==> config.mk <==
export PLATFORM = sky130hd
export DESIGN_NAME = regfile_dbg_arbiter
export DESIGN_NICKNAME = d
export VERILOG_FILES = /design/src/rtl/regfile_dbg_pkg.sv /design/src/rtl/regfile_dbg_arbiter.sv
export SDC_FILE = /design/constraint.sdc
export NUM_CORES = 1
export LEC_CHECK = 0
export ABC_CLOCK_PERIOD_IN_PS = 1900
export BUFFER_PORTS_ARGS = -buffer_cell sky130_fd_sc_hd__buf_4
export CAP_MARGIN = 30
export CORE_MARGIN = 2
export CORE_UTILIZATION = 42
export DETAILED_ROUTE_END_ITERATION = 10
export GPL_ROUTABILITY_DRIVEN = 0
export PLACE_DENSITY = 0.81
export SYNTH_ARGS = -nofsm -noshare
export SYNTH_HDL_FRONTEND = slang
export SYNTH_SLANG_ARGS = --single-unit
==> constraint.sdc <==
create_clock -name clk -period 1.9 [get_ports clk]
set_clock_uncertainty 0.1 [all_clocks]
set_input_delay 0.19 -clock clk [delete_from_list [all_inputs] [get_ports clk]]
set_output_delay 0.19 -clock clk [all_outputs]
set_load 0.005 [all_outputs]
==> src/rtl/regfile_dbg_pkg.sv <==
// Shared definitions for the register-file debug arbiter: widths, FSM state
// encoding, response error codes and the x0 write-suppression helper.
package regfile_dbg_pkg;

    localparam int REG_AW = 5;
    localparam int DATA_W = 32;

    localparam logic [2:0] ST_RUN     = 3'd0;
    localparam logic [2:0] ST_DRAIN   = 3'd1;
    localparam logic [2:0] ST_GRANT   = 3'd2;
    localparam logic [2:0] ST_ACCESS  = 3'd3;
    localparam logic [2:0] ST_RESP    = 3'd4;
    localparam logic [2:0] ST_RELEASE = 3'd5;

    localparam logic RSP_ERR_NONE        = 1'b0;
    localparam logic RSP_ERR_UNSUPPORTED = 1'b1;

    // x0 is hardwired to zero, so no write may ever target it.
    function automatic logic is_writable(input logic [REG_AW-1:0] addr);
        return (addr != {REG_AW{1'b0}});
    endfunction

endpackage

==> src/rtl/regfile_dbg_arbiter.sv <==
// Arbitrates the register-file write port and debug read port between CPU
// writeback and a debug host. Debug reads are served only when REGFILE_DBG_READ_EN is defined.
module regfile_dbg_arbiter
    import regfile_dbg_pkg::*;
#(
    parameter int DRAIN_CYCLES = 1,
    parameter int MAX_HOLD     = 16
) (
    input  logic              clk,
    input  logic              rst,
    input  logic              cpu_regWrite,
    input  logic [REG_AW-1:0] cpu_rd,
    input  logic [DATA_W-1:0] cpu_wdata,
    output logic              cpu_stall,
    input  logic              dbg_req_valid,
    output logic              dbg_req_ready,
    input  logic              dbg_req_write,
    input  logic [REG_AW-1:0] dbg_req_addr,
    input  logic [DATA_W-1:0] dbg_req_wdata,
    output logic              dbg_rsp_valid,
    input  logic              dbg_rsp_ready,
    output logic [DATA_W-1:0] dbg_rsp_data,
    output logic              dbg_rsp_err,
    output logic              rf_we,
    output logic [REG_AW-1:0] rf_waddr,
    output logic [DATA_W-1:0] rf_wdata,
    output logic [REG_AW-1:0] rf_dbg_raddr,
    input  logic [DATA_W-1:0] rf_dbg_rdata
);

    localparam int DRAIN_W = (DRAIN_CYCLES > 1) ? $clog2(DRAIN_CYCLES) : 1;
    localparam int HOLD_W  = $clog2(MAX_HOLD + 1);
    localparam logic [DRAIN_W-1:0] DRAIN_LAST = DRAIN_W'(DRAIN_CYCLES - 1);
    localparam logic [HOLD_W-1:0]  HOLD_LIMIT = HOLD_W'(MAX_HOLD);

    logic [2:0]         state_q,     state_d;
    logic [DRAIN_W-1:0] drain_cnt_q, drain_cnt_d;
    logic [HOLD_W-1:0]  hold_cnt_q,  hold_cnt_d;
    logic               cap_write_q, cap_write_d;
    logic [REG_AW-1:0]  cap_addr_q,  cap_addr_d;
    logic [DATA_W-1:0]  cap_wdata_q, cap_wdata_d;
    logic [DATA_W-1:0]  rsp_data_q,  rsp_data_d;
    logic               rsp_err_q,   rsp_err_d;

    logic               req_hs_s;
    logic [DATA_W-1:0]  rd_data_s;
    logic               rd_err_s;

    assign req_hs_s = dbg_req_valid && dbg_req_ready;

`ifdef REGFILE_DBG_READ_EN
    assign rd_data_s = rf_dbg_rdata;
    assign rd_err_s  = RSP_ERR_NONE;
`else
    logic rdata_unused_s;
    assign rdata_unused_s = ^rf_dbg_rdata;
    assign rd_data_s      = {DATA_W{1'b0}};
    assign rd_err_s       = RSP_ERR_UNSUPPORTED;
`endif

    // Next-state logic: window sequencing, drain/hold counters, request capture and response latch.
    always_comb begin
        state_d     = state_q;
        drain_cnt_d = drain_cnt_q;
        hold_cnt_d  = hold_cnt_q;
        cap_write_d = cap_write_q;
        cap_addr_d  = cap_addr_q;
        cap_wdata_d = cap_wdata_q;
        rsp_data_d  = rsp_data_q;
        rsp_err_d   = rsp_err_q;
        case (state_q)
            ST_RUN: begin
                if (dbg_req_valid) begin
                    state_d     = ST_DRAIN;
                    drain_cnt_d = {DRAIN_W{1'b0}};
                end else begin
                    state_d = ST_RUN;
                end
            end
            ST_DRAIN: begin
                if (drain_cnt_q == DRAIN_LAST) begin
                    state_d     = ST_GRANT;
                    drain_cnt_d = {DRAIN_W{1'b0}};
                end else begin
                    drain_cnt_d = drain_cnt_q + DRAIN_W'(1);
                end
            end
            ST_GRANT: begin
                // A withdrawn request ends the window rather than holding the CPU.
                if (!dbg_req_valid) begin
                    state_d = ST_RELEASE;
                end else if (req_hs_s) begin
                    state_d     = ST_ACCESS;
                    cap_write_d = dbg_req_write;
                    cap_addr_d  = dbg_req_addr;
                    cap_wdata_d = dbg_req_wdata;
                    hold_cnt_d  = hold_cnt_q + HOLD_W'(1);
                end else begin
                    state_d = ST_GRANT;
                end
            end
            ST_ACCESS: begin
                state_d = ST_RESP;
                if (cap_write_q) begin
                    rsp_data_d = {DATA_W{1'b0}};
                    rsp_err_d  = RSP_ERR_NONE;
                end else begin
                    rsp_data_d = rd_data_s;
                    rsp_err_d  = rd_err_s;
                end
            end
            ST_RESP: begin
                if (!dbg_rsp_ready) begin
                    state_d = ST_RESP;
                end else if (dbg_req_valid && (hold_cnt_q < HOLD_LIMIT)) begin
                    state_d = ST_GRANT;
                end else begin
                    state_d = ST_RELEASE;
                end
            end
            ST_RELEASE: begin
                state_d    = ST_RUN;
                hold_cnt_d = {HOLD_W{1'b0}};
            end
            default: begin
                state_d     = ST_RUN;
                drain_cnt_d = {DRAIN_W{1'b0}};
                hold_cnt_d  = {HOLD_W{1'b0}};
            end
        endcase
    end

    // State and capture registers; reset aborts any window immediately.
    always_ff @(posedge clk or negedge rst) begin
        if (!rst) begin
            state_q     <= ST_RUN;
            drain_cnt_q <= {DRAIN_W{1'b0}};
            hold_cnt_q  <= {HOLD_W{1'b0}};
            cap_write_q <= 1'b0;
            cap_addr_q  <= {REG_AW{1'b0}};
            cap_wdata_q <= {DATA_W{1'b0}};
            rsp_data_q  <= {DATA_W{1'b0}};
            rsp_err_q   <= RSP_ERR_NONE;
        end else begin
            state_q     <= state_d;
            drain_cnt_q <= drain_cnt_d;
            hold_cnt_q  <= hold_cnt_d;
            cap_write_q <= cap_write_d;
            cap_addr_q  <= cap_addr_d;
            cap_wdata_q <= cap_wdata_d;
            rsp_data_q  <= rsp_data_d;
            rsp_err_q   <= rsp_err_d;
        end
    end

    // Output decode: CPU owns the write port except during a debug write access.
    always_comb begin
        cpu_stall     = 1'b0;
        dbg_req_ready = 1'b0;
        dbg_rsp_valid = 1'b0;
        dbg_rsp_data  = {DATA_W{1'b0}};
        dbg_rsp_err   = RSP_ERR_NONE;
        rf_we         = cpu_regWrite && is_writable(cpu_rd);
        rf_waddr      = cpu_rd;
        rf_wdata      = cpu_wdata;
        rf_dbg_raddr  = {REG_AW{1'b0}};
        case (state_q)
            ST_RUN: begin
                cpu_stall = 1'b0;
            end
            ST_DRAIN: begin
                cpu_stall = 1'b1;
            end
            ST_GRANT: begin
                cpu_stall     = 1'b1;
                dbg_req_ready = !cpu_regWrite;
            end
            ST_ACCESS: begin
                cpu_stall = 1'b1;
                if (cap_write_q) begin
                    rf_we    = is_writable(cap_addr_q);
                    rf_waddr = cap_addr_q;
                    rf_wdata = cap_wdata_q;
                end else begin
`ifdef REGFILE_DBG_READ_EN
                    rf_dbg_raddr = cap_addr_q;
`else
                    rf_dbg_raddr = {REG_AW{1'b0}};
`endif
                end
            end
            ST_RESP: begin
                cpu_stall     = 1'b1;
                dbg_rsp_valid = 1'b1;
                dbg_rsp_data  = rsp_data_q;
                dbg_rsp_err   = rsp_err_q;
            end
            ST_RELEASE: begin
                cpu_stall = 1'b0;
            end
            default: begin
                cpu_stall = 1'b0;
            end
        endcase
    end

endmodule

# After elaboration in Yosys (flattened, before gate mapping)
# Index checks and enable logic that the tools add are counted.
# op_classes
add_sub_neg,2
order_cmp,1
eq_ne,9
muxes,24
bitwise,2
n_reduce_logical,13
# op_table
operator,n
2-to-1 mux 32 bit,2
2-to-1 mux 5 bit,4
case mux 3 bit (5 select lines),1
2-to-1 mux 3 bit,4
OR reduction 4 bit,3
2-to-1 mux 1 bit,11
case mux 5 bit (2 select lines),1
nonzero test 5 bit,2
"inequality test 2 bit, second input constant",4
"== test 3 x 2 -> 1 bit, second input constant",2
"== test 3 bit, second input constant",2
AND reduction 3 bit,2
"adder 5 x 1 -> 5 bit, second input constant",1
"< comparator 5 bit, second input constant",1
"== test 3 x 1 -> 1 bit, second input constant",1
logical AND 1 bit,3
zero test 3 bit,1
case mux 1 bit (3 select lines),1
NOT 1 bit,2
AND reduction 2 bit,1
"adder 1 bit, second input constant",1
zero test 1 bit,1
# word_totals
reg_bits,48
in_bits,112
out_inout_bits,79
elab_cells,58

# Depth between registers and ports, before layout
# depth
word_depth,6
mapped_depth,6
depth_no_buf,4

# Worst setup path before layout
# Ideal clock, no wire load.
# synth_path
path_type,register to output
from,register state_q[2]
to,output port rf_wdata[22]
arrival_time_ns,1.292
required_time_ns,1.610
path_slack_ns,0.318
stages_incl_launch_ff,6
path_buffers,2
cell_sequence,dfrtp_1 -> and2b_4 -> nand3_2 -> buf_6 -> buf_6 -> mux2_4
# synth_between
elab_chain_len,2
# synth_rtl
item,line,rtl
start: declaration,regfile_dbg_arbiter.sv:36,"logic [2:0] state_q, state_d;"
start signal: assignment,regfile_dbg_arbiter.sv:145,state_q <= state_d;
== test 3 x 2 -> 1 bit,regfile_dbg_arbiter.sv:167,case (state_q)
2-to-1 mux 32 bit,regfile_dbg_arbiter.sv:167,
end: declaration,regfile_dbg_arbiter.sv:26,"output logic [DATA_W-1:0] rf_wdata,"
# No other way between the ends.

# Worst setup path in the final report
# layout_path
from,register state_q[2]
to,output port rf_waddr[3]
# layout_between
elab_chain_len,2
# layout_rtl
item,line,rtl
== test 3 x 2 -> 1 bit,regfile_dbg_arbiter.sv:167,
2-to-1 mux 5 bit,regfile_dbg_arbiter.sv:167,
end: declaration,regfile_dbg_arbiter.sv:25,"output logic [REG_AW-1:0] rf_waddr,"
# No other way between the ends.

==> impl_metrics.csv <==
group,metric,value,unit
status,outcome,"finished, violations left",
status,violations,"negative setup slack",
sta,hold_viol,0,
sta,slew_headroom,61.06,%
synth,synth_xor_area_share,0.3180,%
sta,max_freq,496.9,MHz
cells_and_area,layout_commonest_cell,"buf_4",
synth,muxShareOfSynthArea,32.99,%
clock_network,path_clk_slew,0.09,ns
sta,worst_pin_slew,0.5841,ns
power_and_ir_drop,leakage,1.954,nW
clock_network,root_buffer,"clkbuf_8",
global_route,grtUsageTotal,16.72,%
clock_network,cts_max_level,2,
cells_and_area,layout-drive-gt1-share,62.11,%
power_and_ir_drop,ir_drop,0.5180,mV
synth,ys_warn_count,0,
routing,drt_iter0_markers,31,
routing,wire_per_inst,14.21,µm
sta,rsz0062_at_grt,"yes",
cells_and_area,area_growth,38.98,%
setup_path,reg2reg_slack,0.27,ns
synth,syn_area_per_cell,12.35,µm²
floorplan,num_io_pins,191,
sta,period_share,105.9,%
routing,vias,2010,
routing,drc_errors,0,
hold_path,hp-class,"primary input to flip-flop",
clock_network,cts_made_buffers,5,
synth,synth_cell_type_count,33,
cells_and_area,final_cell_mix,"buf_4 (118), mux2_2 (58), dfrtp_1 (47)",
cells_and_area,fin_area,0.003827,mm²
clock_network,clk_path_buf_depth,2,
placement,post-place-ws,0.1830,ns
placement,placed_cell_area,0.003615,mm²
setup_path,cp_max_fo,19,
setup_path,required,1.61,ns
cells_and_area,layout.nets,463,
setup_path,end_kind,"output port",
routing,first_pass_iters,3,
synth,netlist_area,0.002754,mm²
sta,finalSetupViolCount,38,
synth,syn_inst,223,
floorplan,fp-row-count,29,
setup_path,r2r-start,"state_q[0]$_DFF_PN0_",
clock_network,clock-sinks,47,
synth,synth_compound_area_share,4.180,%
clock_network,cts_tree,"yes",
power_and_ir_drop,pwr_density_cell,1023,mW/mm²
power_and_ir_drop,fin_total_pwr,3.915,mW
synth,synth_top_family_by_area,"multiplexers",
routing,vias_per_cell,4.696,
global_route,grt-ovfl-total,0,
setup_path,startpoint_type,"flip-flop",
sta,slew_violations,0,
global_route,antenna_found_initial,0,
setup_path,arrival,1.72,ns
sta,fin_crit,2.013,ns
sta,fin_ws,-0.1126,ns
setup_path,crit_path_start,"state_q[2]$_DFF_PN0_",
routing,totalWireLength,6082,µm
synth,synth-seq-area-share,42.71,%
floorplan,die_h,84.98,µm
global_route,grt_pass1_wl,9680,µm
global_route,grt_start_max_net_pins,48,
setup_path,critical_path_class,"flip-flop to output port",
synth,yosys.area_share.adder,0.4543,%
clock_network,clock_latency,0.29,ns
floorplan,start_util,43.37,%
synth,synth-simple-area-share,6.315,%
routing,ant_nets,0,
flow_run,drv_cap,0,
hold_path,hold_start,"dbg_req_wdata[8]",
synth,synth_seq_cells,47,
floorplan,core-area,0.006350,mm²
placement,place_hpwl,4425,µm
floorplan,fp.dieArea,0.007221,mm²
cells_and_area,n_antenna_cell,0,
placement,port_buffers,121,
floorplan,fp.dieW,84.98,µm
global_route,grt_pass1_vias,2057,
-- final timing paths --
check,cells after the start,to
max,5,rf_waddr[3]
min in group asynchronous,2,cap_wdata_q[18]$_DFFE_PN0P_
max in group asynchronous,2,cap_wdata_q[24]$_DFFE_PN0P_
max reg2reg,4,cap_wdata_q[19]$_DFFE_PN0P_
min,2,cap_wdata_q[8]$_DFFE_PN0P_
min reg2reg,2,rsp_err_q$_DFFE_PN0N_
-- sequential cells by signal (all words and copies together) (netlist names) --
register and count:
state_q 3, rsp_err_q 1, hold_cnt_q 5, cap_wdata_q 32, cap_addr_q 5, cap_write_q 1
-- final cells by class --
type,instances,area (µm²)
clock buffer,8,100.1
fill,546,2522
inverter,1,3.754
multi-input combinational,164,1370
sequential,47,1176
tap,77,96.34
timing repair buffer,131,1081
-- through the flow --
stage | hold WS [ns] | utilization [%] | TNS, ns | std cells
after global routing | 0.002770 | 60.28 | -6.938 | 428
after CTS | 0.008290 | 60.28 | -5.105 | 428
after floorplan | -0.2056 | - | 0 | 259
after global placement | 0.1392 | 56.93 | 0 | 416
final | 0.02027 | 60.28 | -3.941 | 428
after detailed placement | 0.1417 | 56.93 | 0 | 416
-- critical path: stages, from the launching register on --
cell and delay [ns]:
dfrtp_1 0.38, and2b_4 0.27, nand3_4 0.15, buf_16 0.21, mux2_2 0.27, buf_4 0.14
-- cell families (layout without fill, tap and decap cells) --
family                   Yosys count  after routing
multiplexers                      75             75
flip-flops                        47             47
other                              1             37
adder cells (fa/ha/maj)            1              1
AO/OA/AOI/OAI                     20             20
XOR/XNOR                           1              1
AND/OR/NAND/NOR                   30             30
buffers and inverters             48            140
-- routing by layer --
metal,vias to the layer above,track usage (%),part of all wire (%)
met5,-,0,0
met4,0,3.030,0.46
met3,4,5.058,7.7
met2,94,29.55,52
met1,943,20.32,40
li1,969,-,-
-- synthesized netlist by cell type --
master	instances	area share (%)
a2111oi_0	1	0.32
a21oi_1	1	0.18
a31oi_1	2	0.45
and2_1	1	0.23
and2b_4	1	0.36
and3_1	1	0.23
buf_2	5	0.91
buf_4	37	10
buf_6	4	1.6
clkbuf_1	1	0.14
conb_1	1	0.14
dfrtp_1	47	43
ha_1	1	0.45
inv_1	1	0.14
mux2_2	58	24
mux2_4	17	9.3
nand2_1	9	1.2
nand3_1	1	0.18
nand3_2	1	0.36
nand3b_1	1	0.27
nand4_1	2	0.45
nor2_1	5	0.68
nor2b_1	2	0.45
nor3_1	1	0.18
nor3b_2	1	0.45
nor4bb_1	1	0.36
o211ai_1	1	0.27
o21ai_0	12	2.2
o22ai_1	1	0.23
o31ai_1	2	0.55
or3b_2	1	0.32
or4_1	2	0.55
xnor2_1	1	0.32
-- repair_timing --
action	in CTS	in global routing
cloned	2	0
endpoints found under the setup margin	39	39
hold buffers	1	0
resized for setup	12	0
setup buffers	1	0
endpoints found under the hold margin	47	0
-- power by group --
part           internal [mW]  total [mW]  switching (mW)
sequential              1.45        1.72           0.274
clock                  0.332       0.653           0.320
combinational          0.988        1.54           0.550
total                   2.77        3.92            1.14
No activity file was read; power rests on OpenSTA's default activity.
